### config.mk
export PLATFORM = sky130hd
export DESIGN_NAME = exmem_latch
export DESIGN_NICKNAME = d
export VERILOG_FILES = /design/src/rtl/exmem_latch_pkg.sv /design/src/rtl/exmem_latch_dmem_fsm.sv /design/src/rtl/exmem_latch.sv
export SDC_FILE = /design/constraint.sdc
export NUM_CORES = 1
export LEC_CHECK = 0
export ABC_AREA = 1
export BUFFER_PORTS_ARGS = -buffer_cell sky130_fd_sc_hd__buf_2
export CAP_MARGIN = 25
export CELL_PAD_IN_SITES_DETAIL_PLACEMENT = 0
export CELL_PAD_IN_SITES_GLOBAL_PLACEMENT = 2
export CORE_ASPECT_RATIO = 1.4
export CORE_MARGIN = 4
export CORE_UTILIZATION = 26
export DETAILED_ROUTE_END_ITERATION = 16
export PLACE_DENSITY_LB_ADDON = 0.1
export SYNTH_ARGS = -nofsm -noshare
export SYNTH_HDL_FRONTEND = slang
export SYNTH_HIERARCHICAL = 1
export SYNTH_SLANG_ARGS = --single-unit
### constraint.sdc
create_clock -name CLK -period 1.6 [get_ports CLK]
set_input_delay 0.08 -clock CLK [delete_from_list [all_inputs] [get_ports CLK]]
set_output_delay 0.08 -clock CLK [all_outputs]
set_load 0.005 [all_outputs]
### src/rtl/exmem_latch_pkg.sv
// Shared types for the EX/MEM pipeline register: word/register widths,
// the latched-field bundle and the data-memory handshake states.
package exmem_latch_pkg;

    localparam int WORD_W = 32;
    localparam int REG_W  = 5;

    typedef logic [WORD_W-1:0] word_t;
    typedef logic [REG_W-1:0]  regbits_t;

    typedef enum logic [1:0] {
        IDLE,
        ACCESS,
        DONE
    } exmem_state_t;

    typedef struct packed {
        logic     valid;
        logic     regWrite;
        logic     memRead;
        logic     memWrite;
        logic     memtoReg;
        logic     halt;
        regbits_t wsel;
        word_t    aluout;
        word_t    storeData;
        word_t    npc;
    } exmem_t;

    function automatic logic isMemOp(input exmem_t e);
        return e.valid & (e.memRead | e.memWrite);
    endfunction

endpackage

### src/rtl/exmem_latch_dmem_fsm.sv
// Data-memory handshake for the MEM stage: holds the request until dhit,
// captures load data and freezes upstream stages while a request is open.
module exmem_latch_dmem_fsm
    import exmem_latch_pkg::*;
(
    input  logic  CLK,
    input  logic  nRST,
    input  logic  advance,
    input  logic  loadMemOp,
    input  logic  dhit,
    input  logic  memRead,
    input  logic  memWrite,
    input  word_t dmemload,
    output logic  dmemREN,
    output logic  dmemWEN,
    output logic  stall,
    output word_t ldata
);

    exmem_state_t state;

    // A store that also claims to read is treated purely as a store, so load
    // data is captured only for read-only accesses.
    always_ff @(posedge CLK or negedge nRST) begin
        if (!nRST) begin
            state <= IDLE;
            ldata <= '0;
        end else begin
            case (state)
                IDLE: begin
                    if (advance && loadMemOp) state <= ACCESS;
                end
                ACCESS: begin
                    if (dhit) begin
                        state <= DONE;
                        if (memRead && !memWrite) ldata <= dmemload;
                    end
                end
                DONE: begin
                    if (advance) state <= loadMemOp ? ACCESS : IDLE;
                end
                default: state <= IDLE;
            endcase
        end
    end

    assign stall   = (state == ACCESS);
    assign dmemREN = stall & memRead & ~memWrite;
    assign dmemWEN = stall & memWrite;

endmodule

### src/rtl/exmem_latch.sv
// EX/MEM pipeline register: latches EX results on advance, drives the data
// memory request and stalls the front of the pipeline until dhit.
module exmem_latch
    import exmem_latch_pkg::*;
#(
    parameter int DW = WORD_W,
    parameter int RW = REG_W
) (
    input  logic          CLK,
    input  logic          nRST,
    input  logic          ihit,
    input  logic          dhit,
    input  logic          flush,
    input  logic          ex_valid,
    input  logic          ex_RegWrite,
    input  logic          ex_MemRead,
    input  logic          ex_MemWrite,
    input  logic          ex_MemtoReg,
    input  logic          ex_halt,
    input  logic [RW-1:0] ex_wsel,
    input  logic [DW-1:0] ex_aluout,
    input  logic [DW-1:0] ex_storedata,
    input  logic [DW-1:0] ex_npc,
    input  logic [DW-1:0] dmemload,
    output logic          exmem_valid,
    output logic          exmem_RegWrite_out,
    output logic [RW-1:0] exmem_wsel_out,
    output logic          exmem_MemtoReg_out,
    output logic          exmem_halt_out,
    output logic [DW-1:0] exmem_aluout,
    output logic [DW-1:0] exmem_ldata,
    output logic [DW-1:0] exmem_npc,
    output logic          dmemREN,
    output logic          dmemWEN,
    output logic [DW-1:0] dmemaddr,
    output logic [DW-1:0] dmemstore,
    output logic          exmem_stall
);

    exmem_t entry;
    exmem_t nextEntry;
    logic   advance;

    assign advance = ihit & ~exmem_stall;

    // Flush or an empty EX slot loads an all-zero bubble.
    always_comb begin
        nextEntry = '0;
        if (ex_valid && !flush) begin
            nextEntry.valid     = 1'b1;
            nextEntry.regWrite  = ex_RegWrite;
            nextEntry.memRead   = ex_MemRead;
            nextEntry.memWrite  = ex_MemWrite;
            nextEntry.memtoReg  = ex_MemtoReg;
            nextEntry.halt      = ex_halt;
            nextEntry.wsel      = ex_wsel;
            nextEntry.aluout    = ex_aluout;
            nextEntry.storeData = ex_storedata;
            nextEntry.npc       = ex_npc;
        end
    end

    always_ff @(posedge CLK or negedge nRST) begin
        if (!nRST) entry <= '0;
        else if (advance) entry <= nextEntry;
    end

    exmem_latch_dmem_fsm uFsm (
        .CLK      (CLK),
        .nRST     (nRST),
        .advance  (advance),
        .loadMemOp(isMemOp(nextEntry)),
        .dhit     (dhit),
        .memRead  (entry.memRead),
        .memWrite (entry.memWrite),
        .dmemload (dmemload),
        .dmemREN  (dmemREN),
        .dmemWEN  (dmemWEN),
        .stall    (exmem_stall),
        .ldata    (exmem_ldata)
    );

    // Register 0 is hardwired, so a write to it must not look like a forward source.
    assign exmem_valid        = entry.valid;
    assign exmem_RegWrite_out = entry.valid & entry.regWrite & (entry.wsel != '0);
    assign exmem_wsel_out     = exmem_RegWrite_out ? entry.wsel : '0;
    assign exmem_MemtoReg_out = entry.memtoReg;
    assign exmem_halt_out     = entry.valid & entry.halt;
    assign exmem_aluout       = entry.aluout;
    assign exmem_npc          = entry.npc;
    assign dmemaddr           = entry.aluout;
    assign dmemstore          = entry.storeData;

endmodule

==> key figures, run 1 <==
Status
  • Status: complete, no violations

Route
  • Antenna viol nets, final: 0
  • DRT Wirelength: 22.12 mm
  • Wire per inst: 15.11 µm
  • Initial DRC count: 285
  • Post-route DRC violation count: 0
  • Vias: 6,065
  • DRT Pass-1 Iters: 5
  • Via density: 4.143

Timing
  • Final Slew Violations: 0
  • FMAX: 0.6856 GHz
  • RSZ-0062 raised after global routing: false
  • Final worst slack: 0.1413 ns
  • # setup viols final: 0
  • Worst-Margin Slew: 0.4971 ns
  • Final Hold Viols: 0
  • Setup TNS: 0 ns
  • Worst Skew: 0.008803 ns
  • Tcrit/Tclk final: 91.17%
  • Fin crit period: 1.459 ns
  • Relative slew slack: 66.78%

Critical path
  • Crit path launch type: register
  • Reg2reg path depth: 7
  • Flop-to-flop setup slack: 0.17 ns
  • Worst r2r src: uFsm/state[0]$_DFFE_PN0P_
  • Reg-to-Reg End: exmem_npc[21]$_DFFE_PN0P_
  • Crit path kind: register to output pin
  • CP endpoint kind: output pin
  • Crit-path max FO: 17
  • Arr. time, crit path: 1.38 ns
  • CP Data Required Time: 1.52 ns

Min path
  • Worst Hold Launch: flush
  • Worst hold stages: 4
  • Worst min path class: primary input to register
  • Hold endpoint: entry[104]$_DFFE_PN0P_

Synth
  • Top cells by area, synth: dfrtp_1 (51%), nand2_1 (15%), buf_4 (15%), nand3_1 (7.7%), o21bai_1 (3.5%)
  • Register bit total from synthesis: 141
  • Asr flop ratio synth: 100.0%
  • Prevailing post-synth register cell: dfrtp_1
  • Yosys top cell by area: dfrtp_1
  • Netlist cell types: 20
  • Synthesis Warnings: 6
  • Synth Instances: 794
  • Mapped cell area: 6853 µm²
  • Post-synth EDFFs: 0
  • Register area share after synthesis: 51.49%
  • Synth top cells by count: nand2_1 (276), dfrtp_1 (141), buf_4 (134), nand3_1 (106), inv_1 (45)
  • Most frequent cell after synthesis: nand2_1
  • Syn nets: 938
  • Syn Area/Cell: 8.631 µm²
  • Yosys top cell area share: 51.49%

CTS
  • Num Clock Sinks: 141
  • Worst skew pair latency: 0.42 ns
  • Reg clk slew, reported paths: 0.06 ns
  • CTS tree: done
  • Clock root buffer: clkbuf_16
  • Cts bufs inserted: 17
  • H-tree depth: 4
  • Clk buf depth: 2

Power
  • Power Density: 1086 nW/µm²
  • VDD IR max: 0.7783 mV
  • Leakage: 5.619 nW

Die
  • Die ar.: 29,060 µm²
  • Die Span Y: 200.1 µm
  • Area of the core: 26,010 µm²
  • Starting Density: 26.34%
  • Boundary pin count: 316
  • Die Width: 145.2 µm
  • Std cell rows: 70

Place
  • PortBufs: 315
  • Routability cong.: 0.7169
  • Inst Count DP: 1,290
  • Post-Place Worst Slack: 0.1798 ns
  • Post-DP HPWL: 15.49 mm

Cells and area
  • Filler instances: 2,761
  • Reg area: 3528 µm²
  • Multi-input gate area: 1958 µm²
  • Synth-to-layout area growth: 45.85%
  • Layout cell share with drive strength beyond 1: 33.36%
  • Nets: 1,270
  • Non-Filler Instances: 1,464

Job
  • Max-Cap Viols: 0

Global routing
  • Most used routing layer: met2
  • GRT met3 Usage: 5.059%
  • Total track usage: 15.39%
  • Total global routing overflow: 0
  • Routing usage on met2: 26.38%
  • GR Layer Usage met1: 18.17%
  • Number of global-route vias before repair: 6,580
  • Global-route wire length before repair: 35.82 mm
  • Initial antenna violation count: 1
  • Largest net degree at the start of global routing: 66
cells by family after synthesis:
logic type	Yosys count	synth area share, %
and+or+nand+nor	396	24.30
AOI/OAI and AO/OA	40	4.126
buffers and inverters	217	20.08
DFF	141	51.49
layout by cell type (no fill, tap or decap):
cell type and instances:
buf_12 11, nor2_8 1, nand3_1 106, diode_2 1
dlygate4sd3_1 140, nand3b_1 1, o31ai_1 1, dfrtp_1 141
nor2_4 2, nor2_1 8, inv_1 44, clkinv_2 5
nand2_1 276, o21ai_1 2, clkbuf_8 1, clkinvlp_4 4
o21bai_1 32, nand2_4 1, bufinv_16 2, buf_6 1
buf_4 17, nand3_4 1, inv_2 1, clkinv_4 1
clkbuf_1 3, buf_2 314, clkbuf_16 18, o21ai_0 5
how the worst max path moves through the flow:
stage / startpoint / to / slack (ns)
finish: entry[103]$_DFFE_PN0P_ / dmemREN / 0.14
global route: entry[103]$_DFFE_PN0P_ / dmemREN / 0.03
CTS: entry[103]$_DFFE_PN0P_ / dmemREN / 0.009
detailed placement: uFsm/state[0]$_DFFE_PN0P_ / dmemstore[15]$_DFFE_PN0P_ / 0.18
global placement: uFsm/state[0]$_DFFE_PN0P_ / dmemaddr[3]$_DFFE_PN0P_ / 0.21
floorplan: uFsm/state[0]$_DFFE_PN0P_ / dmemaddr[0]$_DFFE_PN0P_ / 0.27
per-stage QoR:
step                      area, µm²  util, %  hold slack (ns)  total power [W]
after floorplan                6853        -          -0.2156         0.005851
after global placement         7979    30.67          0.05648         0.006795
after detailed placement       7979    30.67          0.05392         0.006788
after CTS                      9957    38.28          0.04347          0.01108
after global routing           9995    38.42          0.08920          0.01159
final                          9995    38.42          0.06020          0.01086
sequential cells by signal, indices dropped and copies added (netlist names):
name and cells:
exmem_npc 32, uFsm/state 2, entry 9, uFsm/ldata 32, exmem_MemtoReg_out 1, dmemaddr 32, dmemstore 32, exmem_valid 1
cell type report:
class | count | area share (%)
clock buffers | 21 | 4.507
repair buffers | 484 | 33.59
clock inverters | 11 | 1.189
well taps | 324 | 4.056
inverters | 46 | 1.740
diodes | 1 | 0.02504
multi-input cells | 436 | 19.59
flip-flops and latches | 141 | 35.30
critical path, stage by stage, from the launching register on:
cell	delay [ns]
dfrtp_1	0.39
inv_2	0.09
nand2_4	0.10
buf_12	0.17
nor2_1	0.08
buf_2	0.13
timing repair:
item,4_1_cts,5_1_grt
endpoints found under the hold margin,241,0
resized for setup,2,3
cloned,0,1
hold buffers,140,0
setup endpoints to repair,1,1
setup buffers,0,0
report_power, final:
part           total [W]  internal, W  switching [W]
sequential       0.00446      0.00414       0.000319
combinational    0.00249      0.00129        0.00121
clock            0.00390      0.00233        0.00158
per-layer routing:
layer / share of wire [%] / wire [µm] / vias to the layer above
met3: 6.6 / 1465 / 27
met2: 50 / 11080 / 211
met4: 2.2 / 490 / 0
li1: - / - / 3016
met1: 41 / 9086 / 2811
met5: 0 / 0 / -
Power figures use the tool's default switching activity.
==> inputs of run 2 (changes only) <==
--- a/config.mk
+++ b/config.mk
@@ -7,14 +7,13 @@
 export LEC_CHECK = 0
 export ABC_AREA = 1
 export BUFFER_PORTS_ARGS = -buffer_cell sky130_fd_sc_hd__buf_2
-export CAP_MARGIN = 25
 export CELL_PAD_IN_SITES_DETAIL_PLACEMENT = 0
 export CELL_PAD_IN_SITES_GLOBAL_PLACEMENT = 2
 export CORE_ASPECT_RATIO = 1.4
 export CORE_MARGIN = 4
 export CORE_UTILIZATION = 26
 export DETAILED_ROUTE_END_ITERATION = 16
-export PLACE_DENSITY_LB_ADDON = 0.1
+export PLACE_DENSITY = 0.79
 export SYNTH_ARGS = -nofsm -noshare
 export SYNTH_HDL_FRONTEND = slang
 export SYNTH_HIERARCHICAL = 1
==> run 2 against run 1 <==
Setup slack gained 0.032 ns; register-to-register slack about the same; highest routed layer is now met5; fmax increased by 2.2%; cell count down 0.61%; total power fell by 2.1%; design area fell by 0.64%.
==> key figures, run 2 (synthesized netlist as in run 1, its figures left out) <==
Timing
  • Relative slew slack: 66.56% (-0.22 points)
  • RSZ-0062 raised after global routing: false
  • Worst Skew: 0.006707 ns (-0.002096 ns)
  • Final Hold Viols: 0 (unchanged)
  • Tcrit/Tclk final: 89.20% (-2.0 points)
  • Final Slew Violations: 0 (unchanged)
  • FMAX: 0.7007 GHz (+2.2%)
  • Setup TNS: 0 ns (unchanged)
  • Fin crit period: 1.427 ns (-0.03155 ns)
  • # setup viols final: 0 (unchanged)
  • Worst-Margin Slew: 0.5015 ns (+0.004476 ns)
  • Final worst slack: 0.1729 ns (+0.03155 ns)

Cells and area
  • Filler instances: 2,688 (-2.6%)
  • Commonest non-fill, non-tap cell in the layout: buf_2
  • Multi-input gate area: 1958 µm² (unchanged)
  • Fin util: 38.18% (-0.25 points)
  • Most frequent cells in the layout: buf_2 (314), nand2_1 (276), dfrtp_1 (141)
  • Nets: 1,263 (-0.55%)
  • Layout cell share with drive strength beyond 1: 32.80% (-0.56 points)
  • Ant. Diodes: 0 (-1)
  • Synth-to-layout area growth: 44.92%
  • Reg area: 3528 µm² (unchanged)

Power
  • P_int: 0.007602 W (-2.0%)
  • VDD IR max: 0.6901 mV (-11%)
  • Net Sw Frac: 28.46% (-0.10 points)
  • Leakage: 5.584 nW (-0.63%)
  • Power Density: 1070 nW/µm² (-1.5%)
  • Sequential power share: 41.9% (+0.8 points)
  • Psw: 0.003025 W (-2.5%)
  • Combinational power share: 23.5% (+0.5 points)
  • Clock share of power: 34.6% (-1.4 points)

Place
  • PortBufs: 315 (unchanged)
  • Routability cong.: 0.7399 (+3.2%)
  • Post-Place Worst Slack: 0.2013 ns (+0.02152 ns)
  • Post-DP HPWL: 14.43 mm (-6.8%)

Critical path
  • Arr. time, crit path: 1.35 ns (-0.03 ns)
  • CP Data Required Time: 1.52 ns (about the same)
  • Crit path kind: register to output pin
  • CP endpoint kind: output pin
  • Worst r2r src: uFsm/state[1]$_DFFE_PN0P_
  • Flop-to-flop setup slack: 0.18 ns (about the same)
  • Reg2reg path depth: 6 (-1)
  • Reg-to-Reg End: uFsm/state[1]$_DFFE_PN0P_
  • Crit-path max FO: 21 (+4)
  • Crit path launch type: register
  • Timing startpoint of the critical path: entry[103]$_DFFE_PN0P_

Route
  • Post-route DRC violation count: 0 (unchanged)
  • DRT Wirelength: 21.12 mm (-4.5%)
  • DRT Pass-1 Iters: 4 (-1)
  • Initial DRC count: 150 (-47%)
  • Vias: 5,997 (-1.1%)
  • Wire per inst: 14.52 µm (-3.9%)
  • Antenna viol nets, final: 0 (unchanged)
  • Via density: 4.122 (-0.51%)

Global routing
  • Total track usage: 14.35% (-1.0 points)
  • Initial antenna violation count: 5 (+4)
  • Number of global-route vias before repair: 6,312 (-4.1%)
  • Global-route wire length before repair: 33.39 mm (-6.8%)
  • Total global routing overflow: 0 (unchanged)
  • Largest net degree at the start of global routing: 59 (-11%)

Die
  • Area of the core: 26,010 µm² (unchanged)
  • Die Width: 145.2 µm (unchanged)
  • Boundary pin count: 316 (unchanged)
  • Die Span Y: 200.1 µm (unchanged)
  • Starting Density: 26.34% (unchanged)
  • Die ar.: 29,060 µm² (unchanged)
  • Std cell rows: 70 (unchanged)

CTS
  • Cts bufs inserted: 17 (unchanged)
  • Clock root buffer: clkbuf_16
  • Worst skew pair latency: 0.42 ns (about the same)
  • Num Clock Sinks: 141 (unchanged)
  • CTS tree: done
  • Clk buf depth: 2 (unchanged)
  • H-tree depth: 4 (unchanged)
  • Reg clk slew, reported paths: 0.06 ns (about the same)

Min path
  • Worst min path class: primary input to asynchronous set/reset pin

Job
  • Max-Cap Viols: 0 (unchanged)

Status
  • Status: complete, no violations
run 2: cell types whose count changed in the layout (fill, tap and decap cells not counted), sizes merged:
cell and delta:
clkinvlp -2, diode -1, bufinv -2, clkbuf +3, buf -6, clkinv -1
run 2: layout make-up:
class	count	area share, %
clock inverter	6	0.3528
timing repair buffer	477	33.48
multi-input combinational	436	19.72
clock buffer	25	5.090
inverter	46	1.751
tap	324	4.082
sequential	141	35.53
run 2: worst max-delay path, cell delays in order, from the launching register on:
cell and delay (ns):
dfrtp_1 0.37, inv_1 0.11, nand2_4 0.08, buf_12 0.16, nor2_1 0.09, buf_2 0.13
run 2: worst max path at each step:
stage,to,slack (ns),cells past startpoint
2_1_floorplan,dmemaddr[0]$_DFFE_PN0P_,0.27,8
3_3_place_gp,dmemaddr[12]$_DFFE_PN0P_,0.22,8
3_5_place_dp,dmemstore[7]$_DFFE_PN0P_,0.20,8
4_1_cts,dmemREN,0.12,5
5_1_grt,dmemREN,0.03,5
6_report,dmemREN,0.17,5
run 2: repair_timing:
action | 4_1_cts | 5_1_grt
gates resized for setup | 1 | 0
hold endpoints to repair | 187 | 0
hold buffers | 140 | 0
setup endpoints to repair | 1 | 0
buffers inserted | 1 | 0
run 2: through the flow:
stage / total power, W / hold WS, ns / cells / instance area (µm²)
finish: 0.01063 / 0.1892 / 1455 / 9931
global route: 0.01131 / 0.1862 / 1455 / 9931
CTS: 0.01085 / 0.1687 / 1455 / 9931
detailed placement: 0.006770 / 0.07783 / 1283 / 7976
global placement: 0.006745 / 0.08275 / 1283 / 7976
floorplan: 0.005851 / -0.2156 / 794 / 6853
run 2: routing by layer:
metal  GRT usage [%]  wire (µm)  vias up
met1           15.85       8443     2753
met5               0         48        -
li1                -          -     2994
met3           5.465       1459       37
met2           25.41      10710      203
met4           5.209        455       10
run 2: power by group through the flow:
stage                     clock (W)  combinational [W]  sequential (W)
after floorplan                   0            0.00133         0.00452
after global placement            0            0.00225         0.00450
after detailed placement          0            0.00226         0.00451
after CTS                   0.00385            0.00255         0.00446
after global routing        0.00397            0.00280         0.00454
final                       0.00368            0.00249         0.00445
